$ cat src/rtl/count_to_bits_expander_pkg.sv
// Shared constants, FSM encoding and thermometer helper for the count-to-bits expander.
// Latency: not applicable (declarations only).
// Backpressure: not applicable (declarations only).
package count_to_bits_expander_pkg;

  localparam int LANES  = 15;
  localparam int CNT_W  = 8;
  localparam int ONES_W = 4;

  typedef enum logic {
    IDLE = 1'b0,
    EMIT = 1'b1
  } state_t;

  // LSB-packed ones mask; counts above LANES saturate to all ones.
  function automatic logic [LANES-1:0] therm(input logic [ONES_W-1:0] n);
    logic [LANES-1:0] m;
    m = '0;
    for (int i = 0; i < LANES; i++) begin
      m[i] = (32'(n) > i);
    end
    return m;
  endfunction

endpackage

$ cat src/rtl/count_to_bits_expander_therm.sv
// Thermometer decoder: ones count n becomes a mask with its ones packed at the LSBs.
// Latency: purely combinational.
// Backpressure: none; output follows n directly, n > LANES saturates to all ones.
module count_to_bits_expander_therm #(
  parameter int LANES  = count_to_bits_expander_pkg::LANES,
  parameter int ONES_W = count_to_bits_expander_pkg::ONES_W
) (
  input  logic [ONES_W-1:0] n,
  output logic [LANES-1:0]  mask
);

  // Bit i is set whenever more than i ones are requested.
  always_comb begin
    mask = '0;
    for (int i = 0; i < LANES; i++) begin
      mask[i] = (32'(n) > i);
    end
  end

endmodule

$ cat src/rtl/count_to_bits_expander.sv
// Expands a ones-count into LSB-packed thermometer beats whose popcounts sum to the count.
// Latency: first beat registered one cycle after the input transfer; later beats follow with no bubbles.
// Backpressure: beat and remaining count hold while out_valid & ~out_ready; a new count is taken only as the last beat leaves.
module count_to_bits_expander
  import count_to_bits_expander_pkg::*;
#(
  parameter int LANES  = count_to_bits_expander_pkg::LANES,
  parameter int CNT_W  = count_to_bits_expander_pkg::CNT_W,
  parameter int ONES_W = count_to_bits_expander_pkg::ONES_W
) (
  input  logic              clk,
  input  logic              reset,
  input  logic              in_valid,
  output logic              in_ready,
  input  logic [CNT_W-1:0]  in_count,
  output logic              out_valid,
  input  logic              out_ready,
  output logic [LANES-1:0]  out_bits,
  output logic [ONES_W-1:0] out_ones,
  output logic              out_last
);

  state_t              state_q, state_d;
  logic [CNT_W-1:0]    remaining_q;
  logic [LANES-1:0]    bits_q;
  logic [ONES_W-1:0]   ones_q;
  logic                last_q;

  logic                in_xfer, out_xfer;
  logic                load_beat, go_idle;
  logic [CNT_W-1:0]    rem_src, rem_next;
  logic [ONES_W-1:0]   n_sel;
  logic [LANES-1:0]    mask;

  assign out_valid = (state_q == EMIT);
  assign out_bits  = bits_q;
  assign out_ones  = ones_q;
  assign out_last  = last_q;

  // Ready when nothing is held, or the held last beat is leaving this cycle.
  assign in_ready = ~out_valid | (out_ready & last_q);
  assign in_xfer  = in_valid & in_ready;
  assign out_xfer = out_valid & out_ready;

  // A fresh count always takes priority as the source; otherwise continue the burst.
  always_comb begin
    rem_src = in_xfer ? in_count : remaining_q;
    n_sel   = (rem_src >= CNT_W'(LANES)) ? ONES_W'(LANES) : rem_src[ONES_W-1:0];
    rem_next = rem_src - CNT_W'(n_sel);
  end

  count_to_bits_expander_therm #(
    .LANES  (LANES),
    .ONES_W (ONES_W)
  ) u_therm (
    .n    (n_sel),
    .mask (mask)
  );

  // Next-state: load a beat on accept or mid-burst advance, drop to IDLE after an unreplaced last beat.
  always_comb begin
    state_d   = state_q;
    load_beat = 1'b0;
    go_idle   = 1'b0;
    case (state_q)
      IDLE: begin
        if (in_xfer) begin
          state_d   = EMIT;
          load_beat = 1'b1;
        end
      end
      EMIT: begin
        if (out_xfer) begin
          if (!last_q || in_xfer) begin
            load_beat = 1'b1;
          end else begin
            state_d = IDLE;
            go_idle = 1'b1;
          end
        end
      end
      default: begin
        state_d = IDLE;
        go_idle = 1'b1;
      end
    endcase
  end

  // State, remaining counter and output register; cleared on reset and when the block idles.
  always_ff @(posedge clk) begin
    if (!reset) begin
      state_q     <= IDLE;
      remaining_q <= '0;
      bits_q      <= '0;
      ones_q      <= '0;
      last_q      <= 1'b0;
    end else begin
      state_q <= state_d;
      if (load_beat) begin
        bits_q      <= mask;
        ones_q      <= n_sel;
        last_q      <= (rem_next == '0);
        remaining_q <= rem_next;
      end else if (go_idle) begin
        bits_q      <= '0;
        ones_q      <= '0;
        last_q      <= 1'b0;
        remaining_q <= '0;
      end
    end
  end

endmodule

$ cat config.mk
export PLATFORM = sky130hd
export DESIGN_NAME = count_to_bits_expander
export DESIGN_NICKNAME = d
export VERILOG_FILES = /design/src/rtl/count_to_bits_expander_pkg.sv /design/src/rtl/count_to_bits_expander_therm.sv /design/src/rtl/count_to_bits_expander.sv
export SDC_FILE = /design/constraint.sdc
export NUM_CORES = 1
export LEC_CHECK = 0
export ABC_CLOCK_PERIOD_IN_PS = 6200
export CAP_MARGIN = 30
export CORE_ASPECT_RATIO = 0.6
export CORE_MARGIN = 2
export CORE_UTILIZATION = 50
export DETAILED_ROUTE_END_ITERATION = 8
export GPL_TIMING_DRIVEN = 0
export PLACE_DENSITY = 0.88
export SYNTH_ARGS = -nofsm -noshare
export SYNTH_HDL_FRONTEND = slang
export SYNTH_SLANG_ARGS = --single-unit
$ cat constraint.sdc
create_clock -name clk -period 6.2 [get_ports clk]
set_input_delay 1.55 -clock clk [delete_from_list [all_inputs] [get_ports clk]]
set_output_delay 1.55 -clock clk [all_outputs]
set_load 0.01 [all_outputs]
# Yosys cells after proc, flatten, opt, wreduce, memory -nomap -nowiden
# Index checks and enable logic that the tools add are counted.
# word_totals
latch_bits,0
memories,0
output_inout_bits,22
ff_bits,29
ramBits,0
mem_bits_ro,0
in_bits,12
elab_cells,50
# classes
bitwise_logic,5
n_reduce_logical,4
n_mux,19
n_div,0
addsub,1
n_eq_ne,0
n_shift,0
n_lt_le_gt_ge,16
mul,0
# ops
cell,n
$mux W15,2
$gt A4 B4 Y1 const B,7
$mux W8,3
$gt A4 B3 Y1 const B,4
$mux W4,3
$mux W1,9
$ge A8 B4 Y1 const B,1
$gt A4 B1 Y1 const B,2
$gt A4 B2 Y1 const B,2
$logic_not A8 Y1,1
$sub A8 B4 Y8,1
$pmux W1 S2,2
$and A1 B1 Y1,3
$reduce_bool A2 Y1,1
$logic_not A1 Y1,1
$logic_or A1 B1 Y1,1
$not A1 Y1,1
$or A1 B1 Y1,1

# Depth between registers and ports, before layout
# Gate-level depths: netlist of the first run.
# logic_depth
word_depth,9
ltp_mapped,12
depth_no_buf,11

# Modules after synthesis
# From an unflattened synthesis of the first run, not the netlist that was laid out.
# hier_totals
cells_unflattened,228
hier_area_um2,1900.6
# modules_own_cells
mod,area_per_inst_um2,seq_area_each_um2,instances,cells_per_inst
count_to_bits_expander,1760.4,580.6,1,204
count_to_bits_expander_therm,140.1,0.0,1,24

# Worst setup path before layout of the first run
# Ideal clock, no wire load.
# synth_path
path_kind,input to register
from,in in_count[4]
to,"reg last_q, in the netlist out_last"
setup_slack_ps,2371
path_buffers,1
setup_time_ps,87
required_ps,6113
path_stages,10
arrival_ps,3742
cell_sequence,buf_6 -> or4_4 -> nor4_4 -> nor2_1 -> nand3_1 -> ha_1 -> inv_1 -> or3_1 -> o311a_1 -> o31ai_1
# synth_between
elab_chain_len,6
# synth_lines
element,line_no,text
from (decl),count_to_bits_expander.sv:15,"input logic [CNT_W-1:0] in_count,"
$mux W8 (*),count_to_bits_expander.sv:47,rem_src = in_xfer ? in_count : remaining_q;
$ge A8 B4 Y1,count_to_bits_expander.sv:48,n_sel = (rem_src >= CNT_W'(LANES)) ? ONES_W'(LANES) : rem_src[ONES_W-1:0];
$mux W4,count_to_bits_expander.sv:48,
$sub A8 B4 Y8 (*),count_to_bits_expander.sv:49,rem_next = rem_src - CNT_W'(n_sel);
$logic_not A8 Y1 (*),count_to_bits_expander.sv:102,last_q <= (rem_next == '0);
$mux W1 (*),count_to_bits_expander.sv:99,if (load_beat) begin
to (signal assigned),count_to_bits_expander.sv:102,
to (decl),count_to_bits_expander.sv:27,logic last_q;
# Every way passes the cells marked *; elsewhere a longest branch is shown, timed or not.
# A chain may end at the register's enable or synchronous reset.

# Worst setup path after layout of the first run
# layout_path
from,in out_ready
to,out in_ready
# layout_between
elab_chain_len,2
# layout_lines
element,line_no,text
from (decl),count_to_bits_expander.sv:17,"input logic out_ready,"
$and A1 B1 Y1,count_to_bits_expander.sv:41,assign in_ready = ~out_valid | (out_ready & last_q);
$or A1 B1 Y1,count_to_bits_expander.sv:41,
to (decl),count_to_bits_expander.sv:14,"output logic in_ready,"
# No other way between the ends.

==> results of run 1 <==
-- worst max-delay path: cells and delay by family --
family | cells | cell delay [ns]
compound gates | 1 | 0.41
buf+inv | 4 | 1.31
-- layout make-up --
cell class                      count  area [sq um]
Clock buffer                        3          41.3
Fill cell                         283          1150
Inverter                            5          18.8
Tap cell                           45          56.3
Timing Repair Buffer               30           300
Multi-Input combinational cell    178          1130
Buffer                             17          86.3
Sequential cell                    28           561
-- flip-flops by register name, summed over array words and instances (netlist names) --
signal       flops
out_bits        14
remaining_q      8
out_ones         4
out_last         1
out_valid        1
-- where the power goes --
part           internal [mW]  switching, mW
logic                  0.110          0.146
registers              0.206         0.0195
clock network         0.0437         0.0558
total                  0.360          0.222
-- layout by cell type, fill, tap and decap left out, types with 3 or more instances in the layout --
cell type / n
sky130_fd_sc_hd__a211oi_1: 4
sky130_fd_sc_hd__a21oi_1: 26
sky130_fd_sc_hd__a22oi_1: 3
sky130_fd_sc_hd__a32oi_1: 3
sky130_fd_sc_hd__and2_1: 3
sky130_fd_sc_hd__and3_1: 4
sky130_fd_sc_hd__and4_1: 3
sky130_fd_sc_hd__buf_2: 3
sky130_fd_sc_hd__clkbuf_1: 11
sky130_fd_sc_hd__clkbuf_8: 3
sky130_fd_sc_hd__clkdlybuf4s50_1: 30
sky130_fd_sc_hd__dfxtp_1: 28
sky130_fd_sc_hd__inv_1: 3
sky130_fd_sc_hd__mux2_2: 3
sky130_fd_sc_hd__mux2i_1: 3
sky130_fd_sc_hd__nand2_1: 25
sky130_fd_sc_hd__nand3_1: 8
sky130_fd_sc_hd__nand3b_1: 3
sky130_fd_sc_hd__nor2_1: 12
sky130_fd_sc_hd__nor3_1: 9
sky130_fd_sc_hd__nor4_1: 7
sky130_fd_sc_hd__o211ai_1: 3
sky130_fd_sc_hd__o21ai_0: 16
sky130_fd_sc_hd__o31ai_1: 4
sky130_fd_sc_hd__or3_1: 3
sky130_fd_sc_hd__xor2_1: 3
-- metal layers --
layer	share of wire (%)	wire [microns]	track usage (%)
met1	47	2650	47.6
met2	41	2290	38.0
met3	12	682	8.99
met4	0.51	29	2.54
met5	0	0	0
-- cell families (layout without fill, tap and decap cells) --
group	count (synthesis)	count (layout)	synth area share, %
AOI/OAI and AO/OA	80	80	30.0
xor gates and xnor gates	5	5	2.44
adders and majority gates	2	2	1.39
buffers and inverters	22	55	5.85
DFF	28	28	31.2
muxes	6	6	3.55
and+or+nand+nor	85	85	25.6
-- stage by stage --
stage | total power [mW] | worst slack [ns] | utilization [%]
after global routing | 0.611 | 1.30 | 65.6
after detailed placement | 0.477 | 1.41 | 64.4
after global placement | 0.474 | 1.40 | 64.4
final | 0.582 | 1.37 | 65.6
after CTS | 0.572 | 1.41 | 65.6
after floorplan | 0.381 | 2.37 | -
-- worst min path at each step --
stage | endpoint | cells past startpoint
6_report | out_bits[9] | 2
5_1_grt | out_ones[2] | 2
4_1_cts | out_ones[2] | 2
3_5_place_dp | out_ones[2] | 2
3_3_place_gp | out_ones[2] | 2
2_1_floorplan | remaining_q[6] | 2
==> results.md, run 1 <==
- The run finished with clean final reports.
- The endpoint identified for the worst register-to-register timing path is out_last.
- After layout, the worst path uses between 70% and 80% of the clock period.
- Ranked by total cell area, the synthesized netlist is headed by sky130_fd_sc_hd__dfxtp_1 (31%), sky130_fd_sc_hd__a21oi_1 (7.2%), sky130_fd_sc_hd__nand2_1 (5.2%).
- Detailed placement ended at an HPWL of 4200 microns.
- Compared with the post-synthesis result, the final layout area differs by 22.1%.
- After the last flow step, the layout net total stands at about 280.
- For this block, the initial DRC count from the detailed router was 238.
- The startpoint of the most critical setup path is out_ready.
- The count of standard-cell rows is 16.
- The number of CTS-inserted buffers is 3.
- The cell seen most often among critical-path stages is sky130_fd_sc_hd__clkdlybuf4s50_1.
- Setup violations remaining at the end of the flow were counted as 0.
- Power spread over the standard cell area amounts to about 260 nW/um^2.
- Setup total negative slack on the finished layout was measured at 0 ns.
- The most critical setup path has its endpoint at in_ready.
- The number of clock sinks is 28.
- The residual DRC count is 0.
- The reg-to-reg critical path startpoint is out_last.
- The static power due to leakage is 0.786 nW.
- Data on the critical path is required at its endpoint by between 4 and 5 ns.
- The number of enable-type register cells in the synthesized netlist is 0.
- The total overflow reported by the global router is 0.
- The reg-to-reg setup timing slack is 2.98 ns.
- The total I/O pin count is 34.
- The maximum fanout along the worst path is 10.
- The number of nets in the synthesized netlist is 242.
- The origin of the worst min-delay path is out_bits[9].
- The layout cell share with drive strength beyond 1 is 8.43%.
- The cell chosen for the clock root is sky130_fd_sc_hd__clkbuf_8.
- The count of cells along the worst register-to-register path is 10.
- The vias per cell is 6.58.
- In this run the post-CTS setup repair buffer count came out at 0.
- The share of the synthesized area in the top cell type is between 30% and 40%.
- The TritonCTS clock tree is done.
- The number of endpoints with negative hold slack in the final report came to 0.
- The smallest clock period supported by the final layout is computed as about 4.8 ns.
- The sort of element at the end of the critical path is an output pin.
- The number of placed instances with taps included is 303.
- The routed layout has around 2.0k vias.
- The placed instance area is between 2000 and 2500 sq um.
- After technology mapping, the gate count stands at 228.
- Measured against its own limit, the worst slew margin works out to 34.2%.
- The deepest level of the CTS H-tree is 1.
- The most frequently used flop master after synthesis is sky130_fd_sc_hd__dfxtp_1.
- The total routing usage reported by global routing is 29.3%.
- The die covers 4100 sq um.
- The initial antenna violation count is 0.
- The path category of the worst min-delay check is reg -> reg.
- The count of yosys warnings during synthesis is 0.
- Setup repair after global routing left no endpoint under its margin.
- The synthesized design contains 28 register bits.
- STA classifies the critical path startpoint as an input pin.
- The worst path arrival time is 3.28 ns.
- Hold is met by 0.459 ns.
- The tool flagged a number of max-cap violations equal to 0.
- The global-route wire length before repair is 9190 microns.
- The most used standard cell by instance count after synthesis is sky130_fd_sc_hd__dfxtp_1.
- The number of non-filler instances in the completed layout is 306.
- On the worst path, the slowest cell contributes a delay of 0.50 ns.
- Summing every instance area after synthesis gives 1800 sq um.
- Routability-driven placement finished with a final weighted congestion of 0.965.
- Entering global routing, the biggest net connects 15 pins.
- After synthesis, the most frequently instantiated cells are sky130_fd_sc_hd__dfxtp_1 (28), sky130_fd_sc_hd__a21oi_1 (26), sky130_fd_sc_hd__nand2_1 (25).
- Counting flops with an async set or reset pin after synthesis yields a share of 0%.
- The cell type contributing the most total cell area after synthesis is sky130_fd_sc_hd__dfxtp_1.
- The number of antenna diodes is 0.
- The routed wire length is 5660 microns.
- The count of pins over their slew limit is 0.
- The highest-delay cell along the critical path is sky130_fd_sc_hd__clkdlybuf4s50_1.
- In this run the deepest clock path goes through 2 buffers.
- Timing would allow up to around 210 MHz.
- Across the VDD grid, the largest voltage drop is approximately 0.16 mV.
- The worst-skew pair later-pin latency is around 0.28 ns.
- Input and output buffers added on the ports amount to 30.
- The number of gates resized after CTS was 0.
- For the pin with the worst max-slew slack, the measured transition is around 0.96 ns.
- Across the routed clock network, the largest skew measured is 0.0104 ns.
- The length of the first detailed-routing pass in iterations is 5.
- The chip height is between 50 and 60 microns.
- The via count of the first global-routing pass is 1,737.
- Clock-pin slew was measured on the worst setup and hold paths at about 0.08 ns.
- Once detail routing completed, the nets flagged for antenna violations numbered 0.
- After synthesis, the mean cell area works out to 7.88 sq um.
- Traced cell by cell, the critical path runs through clkdlybuf4s50_1 > a21boi_4 > inv_2 > buf_2 > clkdlybuf4s50_1.
- For this design, the CTS-stage hold fixing added 0 buffers.
- Measured along the x axis, the die boundary spans 81.4 microns.
- After detailed routing, the average wire length per cell comes to ~18 microns.
- The region available for standard cell placement spans about 3300 sq um.
- The distinct cell type count after synthesis is 55.
- Once the floorplan was initialized, standard cells occupied 53.7% of the core.
- The final non-filler cell area is 2190 sq um.
- The worst setup path category is in -> out.
- Sequential elements use 31.2% of the synthesized area.
Power figures use the tool's default switching activity.
==> inputs of run 2 (changes only) <==
Settings changed: ABC_CLOCK_PERIOD_IN_PS 6200 to 4050, CORE_UTILIZATION 50 to 47, PLACE_DENSITY 0.88 to 0.87.
Clock period 6.2 ns to 4.05 ns, I/O delays scaled along.
==> run 2 against run 1 <==
Cell count increased by 0.98%. Routed wire length decreased by 3.2%. Sequential power increased by 53%. Combinational power increased by 50%. Clock skew decreased by 0.0034 ns. First-iteration DRC count decreased by 5.5%. Final area increased by 0.80%. Die area increased by 6.0%. Flip-flop and latch count unchanged. Critical path type is now in -> reg. Highest routed layer unchanged.
==> results.md, run 2 (synthesized netlist as in run 1, its figures left out) <==
- The endpoint of the worst register-to-register path was out_last (unchanged).
- The number of endpoints with negative hold slack in the final report is 0 (unchanged).
- The worst setup path category is in -> reg (was in -> out).
- The total overflow reported by the global router is 0 (unchanged).
- The cell chosen for the clock root is sky130_fd_sc_hd__clkbuf_8 (unchanged).
- The floorplan die area is 4350 sq um (was 4100 sq um).
- The sort of element at the end of the critical path was a register (was output pin).
- The buffer depth of the longest clock path is 2 (unchanged).
- The layout-stage area growth over the synthesis result is 23.1% (was 22.1%).
- The number of non-filler instances in the completed layout came to 309 (was 306).
- The area occupied by registers came to 561 sq um (unchanged).
- The end of the critical path is out_last (was in_ready).
- The total routing usage reported by global routing is 25.8% (was 29.3%).
- The worst slew margin relative to its limit is 43.5% (was 34.2%).
- The static power due to leakage came to 0.797 nW (was 0.786 nW).
- The initial core utilization is 49.1% (was 53.7%).
- The deepest level of the CTS H-tree is 1 (unchanged).
- The count of standard-cell rows is 17 (was 16).
- The number of placed instances with taps included came to 305 (was 303).
- The count of pins over their slew limit is 0 (unchanged).
- The global placer's final weighted congestion is 0.970 (was 0.965).
- The vias per cell is 6.20 (was 6.58).
- Setup repair after global routing missed its margin: false (unchanged).
- The largest voltage drop on the vdd net is 0.269 mV (was 0.159 mV).
- The routed wire length is 5470 microns (was 5660 microns).
- The count of cells along the worst register-to-register path is 10 (unchanged).
- The path category of the worst min-delay check is reg -> reg (unchanged).
- The global-route wire length before repair came to 8870 microns (was 9190 microns).
- The minimum clock period is between 3 and 4 ns.
- The worst setup skew after layout is 0.00698 ns (was 0.0104 ns).
- The detailed router's first-iteration violation count came to 225 (was 238).
- The port buffer count is 30 (unchanged).
- The reported max-cap violation count is 0 (unchanged).
- The total I/O pin count came to 34 (unchanged).
- The slew at the pin closest to its max-slew limit was 0.824 ns (was 0.959 ns).
- The reg-to-reg setup timing slack is 0.87 ns (was 2.98 ns).
- The number of flip-flops in the largest register came to 14 (unchanged).
- The combinational group share of total power is 42.5% (was 44.0%).
- The filler cell count is 340 (was 283).
- Top library cells by usage in the layout, fill and taps aside: sky130_fd_sc_hd__clkdlybuf4s50_1 (30), sky130_fd_sc_hd__dfxtp_1 (28), sky130_fd_sc_hd__a21oi_1 (26) (unchanged).
- The category of the worst setup path launch point is an input pin (unchanged).
- The worst-skew pair later-pin latency is 0.28 ns (about the same).
- The power density over the cells was 409 nW/um^2 (was 265 nW/um^2).
- The multi-input gate area in the final layout came to 1130 sq um (unchanged).
- The origin of the worst min-delay path is out_ones[0] (was out_bits[9]).
- The proportion of power drawn by the clock network is 19.3% (was 17.1%).
- The layout cell share with drive strength beyond 1 is 9.16% (was 8.43%).
- The number of clock sinks is 28 (unchanged).
- The routed via count is 1,917 (was 2,012).
- The required time of the critical path is 4.24 ns (was 4.65 ns).
- The remaining antenna violation count after routing was 0 (unchanged).
- The number of buffers inserted by hold repair at cts is 0 (unchanged).
- The total power of the final layout was 0.904 mW (was 0.582 mW).
- The maximum fanout along the worst path is 7 (was 10).
- The length of the first detailed-routing pass in iterations was 5 (unchanged).
- The HPWL reported at the end of detailed placement was 4080 microns (was 4200 microns).
- The worst path arrival time came to 4.04 ns (was 3.28 ns).
- The final-stage net count is 277 (unchanged).
- The number of antenna diodes is 0 (unchanged).
- The maximum number of pins on one net before global-route repair is 16 (was 15).
- The post-detailed-route wirelength per cell was 17.7 microns (was 18.5 microns).
- The number of CTS-inserted buffers is 3 (unchanged).
- The count of endpoints failing setup in the final report is 0 (unchanged).
- The power spent charging and discharging nets is 0.333 mW (was 0.222 mW).
- The maximum frequency from static timing analysis is approximately 260 MHz.
- The standard cell core area is 3660 sq um (was 3340 sq um).
- The overall die width is 83.8 microns (was 81.4 microns).
- The design internal power is 0.571 mW (was 0.360 mW).
- Result of the run: complete, no violations (unchanged).
- The initial antenna violation count is 0 (unchanged).
- The chip height is 51.9 microns (was 50.4 microns).
- The most common cell after layout, fill and taps aside was sky130_fd_sc_hd__clkdlybuf4s50_1 (unchanged).
- The startpoint of the most critical setup path is in_count[7] (was out_ready).
- The clock transition at the register clock pins on the worst setup and hold paths after CTS is 0.10 ns (was 0.08 ns).
- The switching part of the total is 36.8% (was 38.1%).
- The residual DRC count was 0 (unchanged).
- The via count of the first global-routing pass is 1,746 (was 1,737).
- The register share of total power is 38.2% (was 38.9%).
- The TritonCTS clock tree is done (unchanged).
- Of the available clock period, the critical path in the final layout requires 94.9%.
- The reg-to-reg critical path startpoint is remaining_q[4] (was out_last).
[run 2: changes by cell type in the layout (fill, tap and decap cells not counted), sizes merged]
cell / previous run / this run
clkbuf: 14 / 15
[run 2: final cells by class]
cell class,count,share of cell area [%]
buffer,17,3.96
timing repair buffer,30,13.6
inverter,5,0.848
tap,47,2.66
multi-input combinational,178,51.1
sequential,28,25.3
clock buffer,4,2.49
[run 2: per-stage QoR]
stage	area (sq um)	util [%]	setup TNS [ns]	hold slack (ns)	setup slack, ns
after floorplan	1800	-	0	0.472	0.759
after detailed placement	2160	58.9	-0.138	0.448	-0.119
after CTS	2210	60.4	0	0.461	0.164
after global placement	2160	58.9	-0.164	0.439	-0.105
after global routing	2210	60.5	0	0.483	0.0252
final	2210	60.5	0	0.455	0.205
[run 2: timing repair]
action,in CTS,in global routing
buffers inserted,0,0
gates resized for setup,0,2
endpoints found under the setup margin,0,2
[run 2: worst min-delay path by stage]
stage	endpoint	slack, ns	cells after the start
finish	out_ones[0]	0.46	2
global route	out_ones[1]	0.48	2
CTS	out_bits[3]	0.46	2
detailed placement	out_bits[3]	0.45	2
global placement	out_ones[2]	0.44	2
floorplan	remaining_q[6]	0.47	2
[run 2: routing by layer]
layer,global-route usage [%],wire (microns),vias up
met5,0,0,-
met4,3.23,26,0
met3,6.03,443,4
met2,37.9,2300,83
met1,39.2,2700,903
li1,-,-,927
[run 2: worst max-delay path: stages]
cell and delay (ns):
sky130_fd_sc_hd__clkdlybuf4s50_1 0.50, sky130_fd_sc_hd__or4_4 0.61, sky130_fd_sc_hd__nor4_4 0.29, sky130_fd_sc_hd__nor2_1 0.15
sky130_fd_sc_hd__nand3_1 0.13, sky130_fd_sc_hd__ha_1 0.38, sky130_fd_sc_hd__inv_1 0.14, sky130_fd_sc_hd__o32ai_1 0.41
sky130_fd_sc_hd__o2111ai_1 0.18, sky130_fd_sc_hd__o31ai_1 0.23
[run 2: power groups by stage]
stage          Combinational, mW  Clock [mW]  Sequential, mW
2_1_floorplan              0.225           0           0.358
3_3_place_gp               0.370           0           0.348
3_5_place_dp               0.375           0           0.350
4_1_cts                    0.378       0.176           0.344
5_1_grt                    0.419       0.185           0.350
6_report                   0.384       0.175           0.345
==> inputs of run 3 (changes only) <==
Settings changed: REMOVE_ABC_BUFFERS from default to 1.
==> run 3 against run 2 <==
Global-route usage shrank 1.8 points. Clock power is essentially flat. Hold slack gained 0.0017 ns. Die area is the same. First-iteration DRC count grew 37%. Routed wire length shrank 6.1%. Count of clock-buffer cells in the layout is the same. Highest routed layer unchanged.
==> results.md, run 3 (synthesized netlist as in run 1, its figures left out) <==
- The number of antenna diodes is 0 (unchanged).
- The layout-stage area growth over the synthesis result is 22.3% (was 23.1%).
- The maximum number of pins on one net before global-route repair came to 25 (was 16).
- The global placer's final weighted congestion was 0.928 (was 0.970).
- The design internal power is 0.569 mW (was 0.571 mW).
- The sort of element at the end of the critical path was a register (unchanged).
- The standard cell core area is 3660 sq um (unchanged).
- The quantity of gates resized following cts came to 0 (unchanged).
- The buffer depth of the longest clock path is 2 (unchanged).
- The kind of cell adding the most delay to the critical path is simple AND/OR/NAND/NOR gates (unchanged).
- The worst path arrival time was 4.04 ns (about the same).
- The total routing usage reported by global routing is 24.0% (was 25.8%).
- The post-detailed-route wirelength per cell came to 17.3 microns (was 17.7 microns).
- Crit path cell chain: clkdlybuf4s50_1 > or4_4 > nor4_4 > nor2_1 > nand3_1 > ha_2 > inv_1 > or3_1 > o311a_1 > o31ai_1 (was clkdlybuf4s50_1 > or4_4 > nor4_4 > nor2_1 > nand3_1 > ha_1 > inv_1 > o32ai_1 > o2111ai_1 > o31ai_1).
- The minimum clock period is 3.85 ns (was 3.84 ns).
- The via count of the first global-routing pass came to 1,749 (was 1,746).
- The count of standard-cell rows was 17 (unchanged).
- The port buffer count is 33 (was 30).
- The switching part of the total came to 36.6% (was 36.8%).
- The worst-skew pair later-pin latency is 0.27 ns (was 0.28 ns).
- The register share of total power is 39.6% (was 38.2%).
- The initial core utilization is 49.1% (unchanged).
- The deepest level of the CTS H-tree is 1 (unchanged).
- Setup repair after global routing missed its margin: false (unchanged).
- The slew at the pin closest to its max-slew limit was 0.752 ns (was 0.824 ns).
- The final critical-path share of the clock period is 95.1% (was 94.9%).
- The delay of the slowest cell on the worst path is 0.66 ns (was 0.61 ns).
- The worst slew margin relative to its limit is 49.9% (was 43.5%).
- The maximum frequency from static timing analysis came to 260 MHz (about the same).
- Result of the run: complete, no violations (unchanged).
- The number of endpoints with negative hold slack in the final report is 0 (unchanged).
- The number of clock sinks is 28 (unchanged).
- The number of flip-flops in the largest register was 14 (unchanged).
- The cell chosen for the clock root is sky130_fd_sc_hd__clkbuf_8 (unchanged).
- The total overflow reported by the global router is 0 (unchanged).
- The combinational group share of total power is 41.1% (was 42.5%).
- The category of the worst setup path launch point is an input pin (unchanged).
- Top library cells by usage in the layout, fill and taps aside: sky130_fd_sc_hd__clkdlybuf4s50_1 (32), sky130_fd_sc_hd__dfxtp_1 (28), sky130_fd_sc_hd__a21oi_1 (26) (was sky130_fd_sc_hd__clkdlybuf4s50_1 (30), sky130_fd_sc_hd__dfxtp_1 (28), sky130_fd_sc_hd__a21oi_1 (26)).
- The reported max-cap violation count is 0 (unchanged).
- The total buffers and inverters traversed by the critical path was 2 (unchanged).
- The detailed router's first-iteration violation count is 309 (was 225).
- The count of endpoints failing setup in the final report is 0 (unchanged).
- The setup slack of the critical path after layout was 0.198 ns (was 0.205 ns).
- The TritonCTS clock tree was done (unchanged).
- The power spent charging and discharging nets was 0.328 mW (was 0.333 mW).
- The global-route wire length before repair came to 8460 microns (was 8870 microns).
- The number of buffers inserted by hold repair at cts is 0 (unchanged).
- The vias per cell was 6.59 (was 6.20).
- The length of the first detailed-routing pass in iterations is 5 (unchanged).
- The number of CTS-inserted buffers is 3 (unchanged).
- The layout cell share with drive strength beyond 1 is 8.80% (was 9.16%).
- The chip height is 51.9 microns (unchanged).
- The worst setup path category was in -> reg (unchanged).
- The remaining antenna violation count after routing is 0 (unchanged).
- The proportion of power drawn by the clock network was 19.3% (about the same).
- The HPWL reported at the end of detailed placement is 3660 microns (was 4080 microns).
- The number of post-CTS setup repair buffers came to 0 (unchanged).
- The most common cell after layout, fill and taps aside is sky130_fd_sc_hd__clkdlybuf4s50_1 (unchanged).
- The routed via count came to 1,956 (was 1,917).
- The total power of the final layout is 0.897 mW (was 0.904 mW).
- The total I/O pin count came to 34 (unchanged).
- The required time of the critical path is 4.23 ns (was 4.24 ns).
- The power density over the cells was 408 nW/um^2 (was 409 nW/um^2).
- The final-stage net count is 265 (was 277).
- The overall die width is 83.8 microns (unchanged).
- The worst setup skew after layout is 0.00802 ns (was 0.00698 ns).
- The largest voltage drop on the vdd net is 0.252 mV (was 0.269 mV).
- The residual DRC count came to 0 (unchanged).
- The pre-CTS setup slack is -0.270 ns (was -0.119 ns).
- The initial antenna violation count is 0 (unchanged).
- The highest-delay cell along the critical path was sky130_fd_sc_hd__or4_4 (unchanged).
- The static power due to leakage is 0.786 nW (was 0.797 nW).
- The floorplan die area was 4350 sq um (unchanged).
- The clock transition at the register clock pins on the worst setup and hold paths after CTS is 0.10 ns (about the same).
- The count of pins over their slew limit was 0 (unchanged).
- The path category of the worst min-delay check was reg -> reg (unchanged).
- The routed wire length was 5140 microns (was 5470 microns).
- The maximum fanout along the worst path came to 10 (was 7).
-- run 3: cell count changes in the layout (fill, tap and decap cells not counted), sizes merged --
cell,previous run,this run
clkbuf,15,4
buf,6,2
clkdlybuf4s50,30,32
dlymetal6s2s,0,1
-- run 3: worst paths after layout --
check | from | endpoint | slack, ns | depth (start not counted)
hold / removal | out_ones[2] | out_ones[2] | 0.46 | 2
hold reg to reg | out_ones[2] | out_ones[2] | 0.46 | 2
setup reg to reg | out_valid | out_last | 1.12 | 10
setup / recovery | in_count[4] | out_last | 0.20 | 10
-- run 3: power by group through the flow --
stage,sequential [mW],combinational (mW),clock (mW)
after floorplan,0.366,0.203,0
after global placement,0.359,0.349,0
after detailed placement,0.360,0.355,0
after CTS,0.354,0.358,0.175
after global routing,0.361,0.404,0.184
final,0.355,0.369,0.173
-- run 3: layout make-up --
cell class,instances,area [sq um]
clock buffers,4,55.1
fillers,334,1460
inverters,5,18.8
multi-input cells,178,1140
flip-flops and latches,28,561
well taps,47,58.8
repair buffers,35,359
-- run 3: worst register-to-register path, stage by stage (launching register included) --
cell                       delay (ns)
sky130_fd_sc_hd__dfxtp_1         0.43
sky130_fd_sc_hd__a21boi_4        0.39
sky130_fd_sc_hd__inv_2           0.21
sky130_fd_sc_hd__a211oi_2        0.35
sky130_fd_sc_hd__nor2_1          0.13
sky130_fd_sc_hd__nand3_1         0.14
sky130_fd_sc_hd__ha_2            0.29
sky130_fd_sc_hd__inv_1           0.12
sky130_fd_sc_hd__or3_1           0.38
sky130_fd_sc_hd__o311a_1         0.13
sky130_fd_sc_hd__o31ai_1         0.28
-- run 3: metrics by stage --
stage	utilization, %	hold slack, ns	cells	cell area (sq um)	TNS, ns
after floorplan	-	0.472	211	1710	0
after global placement	57.4	0.442	291	2100	-2.11
after CTS	59.7	0.462	297	2180	0
final	60.1	0.457	297	2200	0
after global routing	60.1	0.481	297	2200	0
after detailed placement	58.2	0.449	293	2130	-0.390
-- run 3: metal layers --
layer  global-route usage (%)  part of all wire, %
met5                        0                    0
met2                     35.1                   42
met3                     7.78                   10
met4                     4.84                  1.1
met1                     34.7                   47
